==> src/rtl/input_mapper.sv <==
// input_mapper: maps PS/2 set-2 keyboard bytes and debounced active-low DB9
// joysticks onto per-player BCPPFRLDU button vectors. An ESC make also
// produces a timed reset request.
//
// Ports:
//   clk           system clock
//   reset         synchronous, active-high reset
//   kbd_valid     one-cycle strobe, kbd_scancode holds a new byte
//   kbd_scancode  PS/2 set-2 byte
//   db9_n         per player p: [6p+5:6p] = {p9,p6,right,left,down,up}, active-low
//   joy_out       per player p: [9p+8:9p] = {B,C,P2,P1,F,R,L,D,U}, active-high
//   reset_out     active-high reset request, RESET_PULSE_CYCLES long after ESC
//   kbd_active    high while any mapped keyboard key is held (ESC excluded)
//
// Optional build macro: INPUT_MAPPER_AUTOFIRE_EN gates each player's F output
// with a free-running phase that toggles every AUTOFIRE_HALF_PERIOD cycles.
`timescale 1ns/1ps

module input_mapper #(
    parameter int unsigned NUM_PLAYERS          = 2,
    parameter int unsigned DEBOUNCE_CYCLES      = 50000,
    parameter int unsigned RESET_PULSE_CYCLES   = 1024,
    parameter int unsigned AUTOFIRE_HALF_PERIOD = 1500000
) (
    input  logic                       clk,
    input  logic                       reset,
    input  logic                       kbd_valid,
    input  logic [7:0]                 kbd_scancode,
    input  logic [NUM_PLAYERS*6-1:0]   db9_n,
    output logic [NUM_PLAYERS*9-1:0]   joy_out,
    output logic                       reset_out,
    output logic                       kbd_active
);

    localparam int unsigned NB   = NUM_PLAYERS * 6;
    localparam int unsigned JW   = NUM_PLAYERS * 9;
    localparam int unsigned KW   = 18;
    localparam int unsigned PADW = 36;
    localparam int unsigned CW   = $clog2(DEBOUNCE_CYCLES + 1);
    localparam int unsigned PW   = $clog2(RESET_PULSE_CYCLES + 1);
    localparam logic [KW-1:0] KEY_MASK = (NUM_PLAYERS >= 2) ? 18'h3FFFF : 18'h001FF;

    // Elaboration-time parameter sanity checks
    if (NUM_PLAYERS < 1 || NUM_PLAYERS > 4) begin : g_bad_players
        $error("input_mapper: NUM_PLAYERS must be 1..4");
    end
    if (DEBOUNCE_CYCLES < 1 || RESET_PULSE_CYCLES < 1 || AUTOFIRE_HALF_PERIOD < 1) begin : g_bad_counts
        $error("input_mapper: cycle parameters must be nonzero");
    end

    typedef enum logic [2:0] {S_IDLE, S_EXT, S_BRK, S_EXT_BRK, S_SKIP} state_t;

    // Keyboard key-state bit for a code: P1 in [8:0], P2 in [17:9]
    function automatic logic [KW-1:0] key_map(input logic ext, input logic [7:0] code);
        logic [KW-1:0] m;
        m = '0;
        if (ext) begin
            case (code)
                8'h75: m[0] = 1'b1;
                8'h72: m[1] = 1'b1;
                8'h6B: m[2] = 1'b1;
                8'h74: m[3] = 1'b1;
                8'h11: m[8] = 1'b1;   // right alt aliases P1 B
                default: m = '0;
            endcase
        end else begin
            case (code)
                8'h29: m[4] = 1'b1;
                8'h11: m[8] = 1'b1;
                8'h16: begin m[5] = 1'b1; m[14] = 1'b1; end
                8'h1E: begin m[6] = 1'b1; m[15] = 1'b1; end
                8'h2E: m[7] = 1'b1;
                8'h1D: m[9] = 1'b1;
                8'h1B: m[10] = 1'b1;
                8'h1C: m[11] = 1'b1;
                8'h23: m[12] = 1'b1;
                8'h34: m[13] = 1'b1;
                8'h36: m[16] = 1'b1;
                8'h33: m[17] = 1'b1;
                default: m = '0;
            endcase
        end
        return m;
    endfunction

    state_t          state, state_next;
    logic [2:0]      skip_cnt, skip_next;
    logic            is_make, is_break, is_ext, esc_make;
    logic [KW-1:0]   key_state, key_next, key_sel;
    logic [PADW-1:0] key_pad;
    logic [PW-1:0]   pulse_cnt, pulse_next;
    logic [NB-1:0]   sync1, sync2, deb, deb_next;
    logic [CW-1:0]   db_cnt [NB];
    logic [CW-1:0]   db_cnt_next [NB];
    logic [JW-1:0]   joy_held, joy_next;

    // Decoder next-state and key events
    always_comb begin
        state_next = state;
        skip_next  = skip_cnt;
        is_make    = 1'b0;
        is_break   = 1'b0;
        is_ext     = 1'b0;
        if (kbd_valid) begin
            case (state)
                S_IDLE: begin
                    if (kbd_scancode == 8'hE0) begin
                        state_next = S_EXT;
                    end else if (kbd_scancode == 8'hF0) begin
                        state_next = S_BRK;
                    end else if (kbd_scancode == 8'hE1) begin
                        state_next = S_SKIP;
                        skip_next  = 3'd7;
                    end else begin
                        is_make = 1'b1;
                    end
                end
                S_EXT: begin
                    if (kbd_scancode == 8'hF0) begin
                        state_next = S_EXT_BRK;
                    end else begin
                        is_make    = 1'b1;
                        is_ext     = 1'b1;
                        state_next = S_IDLE;
                    end
                end
                S_BRK: begin
                    is_break   = 1'b1;
                    state_next = S_IDLE;
                end
                S_EXT_BRK: begin
                    is_break   = 1'b1;
                    is_ext     = 1'b1;
                    state_next = S_IDLE;
                end
                S_SKIP: begin
                    // Pause sequence tail: consumed without touching key state
                    skip_next = skip_cnt - 3'd1;
                    if (skip_cnt == 3'd1) begin
                        state_next = S_IDLE;
                    end
                end
                default: state_next = S_IDLE;
            endcase
        end
    end

    // Key state update and ESC pulse counter
    always_comb begin
        key_sel  = key_map(is_ext, kbd_scancode) & KEY_MASK;
        key_next = key_state;
        if (is_make) begin
            key_next = key_state | key_sel;
        end else if (is_break) begin
            key_next = key_state & ~key_sel;
        end
        key_pad  = PADW'(key_next);
        esc_make = is_make && !is_ext && (kbd_scancode == 8'h76);
        pulse_next = pulse_cnt;
        if (esc_make) begin
            pulse_next = PW'(RESET_PULSE_CYCLES);
        end else if (pulse_cnt != '0) begin
            pulse_next = pulse_cnt - PW'(1);
        end
    end

    // Per-bit debounce: update after DEBOUNCE_CYCLES consecutive mismatches
    always_comb begin
        deb_next = deb;
        for (int i = 0; i < NB; i++) begin
            db_cnt_next[i] = db_cnt[i];
            if (sync2[i] == deb[i]) begin
                db_cnt_next[i] = '0;
            end else if (db_cnt[i] == CW'(DEBOUNCE_CYCLES - 1)) begin
                deb_next[i]    = sync2[i];
                db_cnt_next[i] = '0;
            end else begin
                db_cnt_next[i] = db_cnt[i] + CW'(1);
            end
        end
    end

    // Merge keyboard and DB9; C/P1/P2 come from the keyboard only
    always_comb begin
        joy_held = '0;
        for (int p = 0; p < NUM_PLAYERS; p++) begin
            joy_held[9*p +: 9] = key_pad[9*p +: 9];
            joy_held[9*p +: 4] = joy_held[9*p +: 4] | ~deb_next[6*p +: 4];
            joy_held[9*p+4]    = joy_held[9*p+4] | ~deb_next[6*p+4];
            joy_held[9*p+8]    = joy_held[9*p+8] | ~deb_next[6*p+5];
        end
    end

`ifdef INPUT_MAPPER_AUTOFIRE_EN
    localparam int unsigned AW = $clog2(AUTOFIRE_HALF_PERIOD + 1);

    logic [AW-1:0] af_cnt, af_cnt_next;
    logic          af_phase, af_phase_next, fire_prev, fire_any;

    // Phase restarts high on the first F press so fire asserts at once
    always_comb begin
        fire_any = 1'b0;
        for (int p = 0; p < NUM_PLAYERS; p++) begin
            fire_any = fire_any | joy_held[9*p+4];
        end
        af_cnt_next   = af_cnt;
        af_phase_next = af_phase;
        if (fire_any && !fire_prev) begin
            af_cnt_next   = '0;
            af_phase_next = 1'b1;
        end else if (af_cnt == AW'(AUTOFIRE_HALF_PERIOD - 1)) begin
            af_cnt_next   = '0;
            af_phase_next = ~af_phase;
        end else begin
            af_cnt_next = af_cnt + AW'(1);
        end
        joy_next = joy_held;
        for (int p = 0; p < NUM_PLAYERS; p++) begin
            joy_next[9*p+4] = joy_held[9*p+4] & af_phase_next;
        end
    end

    always_ff @(posedge clk) begin
        if (reset) begin
            af_cnt    <= '0;
            af_phase  <= 1'b0;
            fire_prev <= 1'b0;
        end else begin
            af_cnt    <= af_cnt_next;
            af_phase  <= af_phase_next;
            fire_prev <= fire_any;
        end
    end
`else
    assign joy_next = joy_held;
`endif

    // State and output registers
    always_ff @(posedge clk) begin
        if (reset) begin
            state      <= S_IDLE;
            skip_cnt   <= '0;
            key_state  <= '0;
            pulse_cnt  <= '0;
            sync1      <= '1;
            sync2      <= '1;
            deb        <= '1;
            joy_out    <= '0;
            reset_out  <= 1'b0;
            kbd_active <= 1'b0;
            for (int i = 0; i < NB; i++) begin
                db_cnt[i] <= '0;
            end
        end else begin
            state      <= state_next;
            skip_cnt   <= skip_next;
            key_state  <= key_next;
            pulse_cnt  <= pulse_next;
            sync1      <= db9_n;
            sync2      <= sync1;
            deb        <= deb_next;
            joy_out    <= joy_next;
            reset_out  <= (pulse_next != '0);
            kbd_active <= |key_next;
            for (int i = 0; i < NB; i++) begin
                db_cnt[i] <= db_cnt_next[i];
            end
        end
    end

endmodule

==> config.mk <==
export PLATFORM = sky130hd
export DESIGN_NAME = input_mapper
export DESIGN_NICKNAME = d
export VERILOG_FILES = /design/src/rtl/input_mapper.sv
export SDC_FILE = /design/constraint.sdc
export NUM_CORES = 1
export LEC_CHECK = 0
export ABC_AREA = 0
export BUFFER_PORTS_ARGS = -buffer_cell sky130_fd_sc_hd__buf_2
export CAP_MARGIN = 20
export CORE_MARGIN = 5
export CORE_UTILIZATION = 66
export DETAILED_ROUTE_END_ITERATION = 8
export GPL_ROUTABILITY_DRIVEN = 0
export PLACE_DENSITY = 0.86
export SYNTH_ARGS = -nofsm -noshare
export SYNTH_HDL_FRONTEND = slang
export SYNTH_SLANG_ARGS = --single-unit
==> constraint.sdc <==
create_clock -name clk -period 3.56 [get_ports clk]
set_input_delay 0.712 -clock clk [delete_from_list [all_inputs] [get_ports clk]]
set_output_delay 0.712 -clock clk [all_outputs]
set_load 0.005 [all_outputs]
==> metrics.csv <==
metric,value,unit
p_int,5.22,mW
hpwl,16000,um
syn-num-nets,1389,
antenna_left,0,
cp_num_buf_inv,0,
overflow,0,
critPathRequiredTime,3940,ps
fp.dieArea,20600,sq um
route.vias.total,9211,
rsz0062_at_grt,false,
synth_top_area_share,47.2,%
drtIter0Drc,669,
cp_max_fo,14,
h-tree-depth,1,
ys_ff_latch,277,
fin_worst_skew,7.13,ps
start_util,67.5,%
cts_resized,0,
avgViaCountPerCell,5.68,
synth_top_cell_by_area,dfxtp_1,
pwr-share-comb,6.7,%
nNetsFinal,1417,
hold_viol_final,0,
synth_area_leaders,"dfxtp_1, nor2_1, xnor2_1",
grt_pass1_vias,9002,
io_buffers,42,
rows,48,
holdCritPathClass,primary input to register,
period_needed,2430,ps
core-area,17400,sq um
maxCapViolCount,0,
register_area,5550,sq um
crit_arrival,2810,ps
peakVddDrop,0.559,mV
antenna_found_initial,0,
yosysMostFrequentCell,nor2_1,
postCtsHoldBufs,0,
synth_common_cells,"nor2_1, dfxtp_1, nand2_1",
synth_ff_type,dfxtp_1,
min_period_over_period,68.4,%
clock-sinks,277,
maxSlewViolCount,0,
criticalPathCategory,register to register,
cts-root-buf,clkbuf_16,
syn_to_final_growth,10.9,%
synth.distinct_cells,61,
synth.avg_cell_area,8.70,sq um
critical-path-top-delay-family,simple AND/OR/NAND/NOR gates,
fillCellCount,1250,
grt.total_usage,23.5,%
critPathLaunchType,register,
cts_setup_buffers,0,
drt-pass1-iter-count,5,
multi_input_area,5860,sq um
drc_errors,0,
synth-edff-count,0,
outcome,completed,
maxSlewHeadroom,46.4,%
clkPwrFrac,45.3,%
grt_max_degree,65,
fin_util,74.8,%
finalWirelength,23500,um
grt_pass1_wl,41100,um
fmax,0.411,GHz
swShare,21.9,%
insertedDiodeCount,0,
routedWlPerCell,14.5,um
whs,369,ps
slowest_stage,nor4_1,
dieWidth,143,um
end_kind,register,
p_leak,4.53,nW
insertion_delay,530,ps
cts.path.max_buffers,3,
tightest_slew,798,ps
setup_viol,0,
synth_seq_area_share,47.2,%
netlist_area,11800,sq um
synthArstFlopShare,0,%
slowest_delay,710,ps
ys_warn_count,0,
layout-drive-gt1-share,8.59,%
fin_tns_setup,0,ps
cts.reportedPaths.clkPinSlew,60,ps
worstPathCellList,nand3b_1 > nor4_1 > o21ai_0 > a31oi_1 > and4b_1 > a41oi_2,
boundaryPins,43,
synth_cells,1351,
p_seq_share,48.0,%
die_height,143,um
numCtsBuffers,27,
p_sw,1.46,mW
pwr_density_cell,513,nW/um^2
cts_tree,built,
-- stage by stage --
step	cells	total power [mW]	instance area [sq um]	worst slack (ps)
2_1_floorplan	1351	3.63	11800	1080
3_3_place_gp	1575	3.70	12100	797
3_5_place_dp	1575	3.72	12100	758
4_1_cts	1622	6.73	13000	1240
5_1_grt	1622	6.94	13000	930
6_report	1622	6.68	13000	1130
-- power groups by stage --
| stage | Sequential, mW | Combinational [mW] | Clock [mW] |
|---|---|---|---|
| global placement | 3.27 | 0.431 | 0 |
| detailed placement | 3.28 | 0.445 | 0 |
| CTS | 3.21 | 0.450 | 3.08 |
| finish | 3.21 | 0.449 | 3.03 |
| floorplan | 3.26 | 0.364 | 0 |
| global route | 3.21 | 0.505 | 3.22 |
-- cells in the final DEF (no fill, tap or decap), drive strengths merged, types with 4 or more instances in the layout --
cell type / netlist / layout
bufinv: 0 / 5
o31ai: 4 / 4
and2: 6 / 6
nand2: 101 / 101
dfxtp: 277 / 277
or2: 26 / 26
clkbuf: 38 / 37
xor2: 89 / 89
nand4bb: 7 / 7
nor2b: 4 / 4
nor2: 281 / 281
buf: 10 / 47
a21o: 7 / 7
nand2b: 10 / 10
nand3: 72 / 72
mux2i: 12 / 12
inv: 37 / 37
nand4: 28 / 28
o21ai: 20 / 20
and3: 45 / 45
a21oi: 26 / 26
nor4bb: 6 / 6
clkinvlp: 0 / 4
nor4b: 9 / 9
nor3: 40 / 40
and4: 4 / 4
or3: 23 / 23
or4b: 4 / 4
ha: 15 / 15
nor4: 14 / 14
xnor2: 94 / 94
-- cells by family (layout without fill, tap and decap cells) --
| group | Yosys count | after routing | share of synthesized area [%] |
|---|---|---|---|
| AOI/OAI and AO/OA | 87 | 87 | 4.86 |
| xor gates and xnor gates | 183 | 183 | 13.6 |
| adders and majority gates | 15 | 15 | 1.60 |
| buffers and inverters | 85 | 131 | 2.96 |
| DFF | 277 | 277 | 47.2 |
| muxes | 12 | 12 | 1.02 |
| and+or+nand+nor | 692 | 692 | 28.8 |
-- path summary, 6_finish.rpt --
kind                            slack [ps]  cells past startpoint     start          to
worst max register to register        1130                      6  state[2]  kbd_active
worst min-delay path                   370                      2  db9_n[9]    sync1[9]
worst max-delay path                  1130                      6  state[2]  kbd_active
worst min register to register         410                      1  sync1[9]    sync2[9]
-- worst register-to-register path, cell delays in order, from the launching register on --
cell	delay [ps]
dfxtp_1	410
nand3b_1	360
nor4_1	710
o21ai_0	230
a31oi_1	210
and4b_1	250
a41oi_2	110
-- per-layer routing --
metal / vias to the layer above / global-route usage [%] / share of wire, %
li1: 4583 / - / -
met1: 4352 / 29.8 / 44
met2: 207 / 41.2 / 49
met3: 69 / 3.69 / 5.0
met4: 0 / 7.48 / 2.9
met5: - / 0 / 0
-- sequential cells by signal (all words and copies together), names as in the netlist --
| name | cells |
|---|---|
| db_cnt | 192 |
| joy_out | 18 |
| deb | 12 |
| key_state | 12 |
| sync1 | 12 |
| sync2 | 12 |
| pulse_cnt | 11 |
| skip_cnt | 3 |
| state | 3 |
| kbd_active | 1 |
| reset_out | 1 |
-- area by class of cell --
type                       count  area share [%]
multi-input combinational    989            45.0
sequential                   277            42.5
clock buffer                  37            5.93
tap                          225            2.16
timing repair buffer          47            1.90
clock inverter                10            1.42
inverter                      37            1.07
Note: power is estimated with default switching activity, not from simulation.
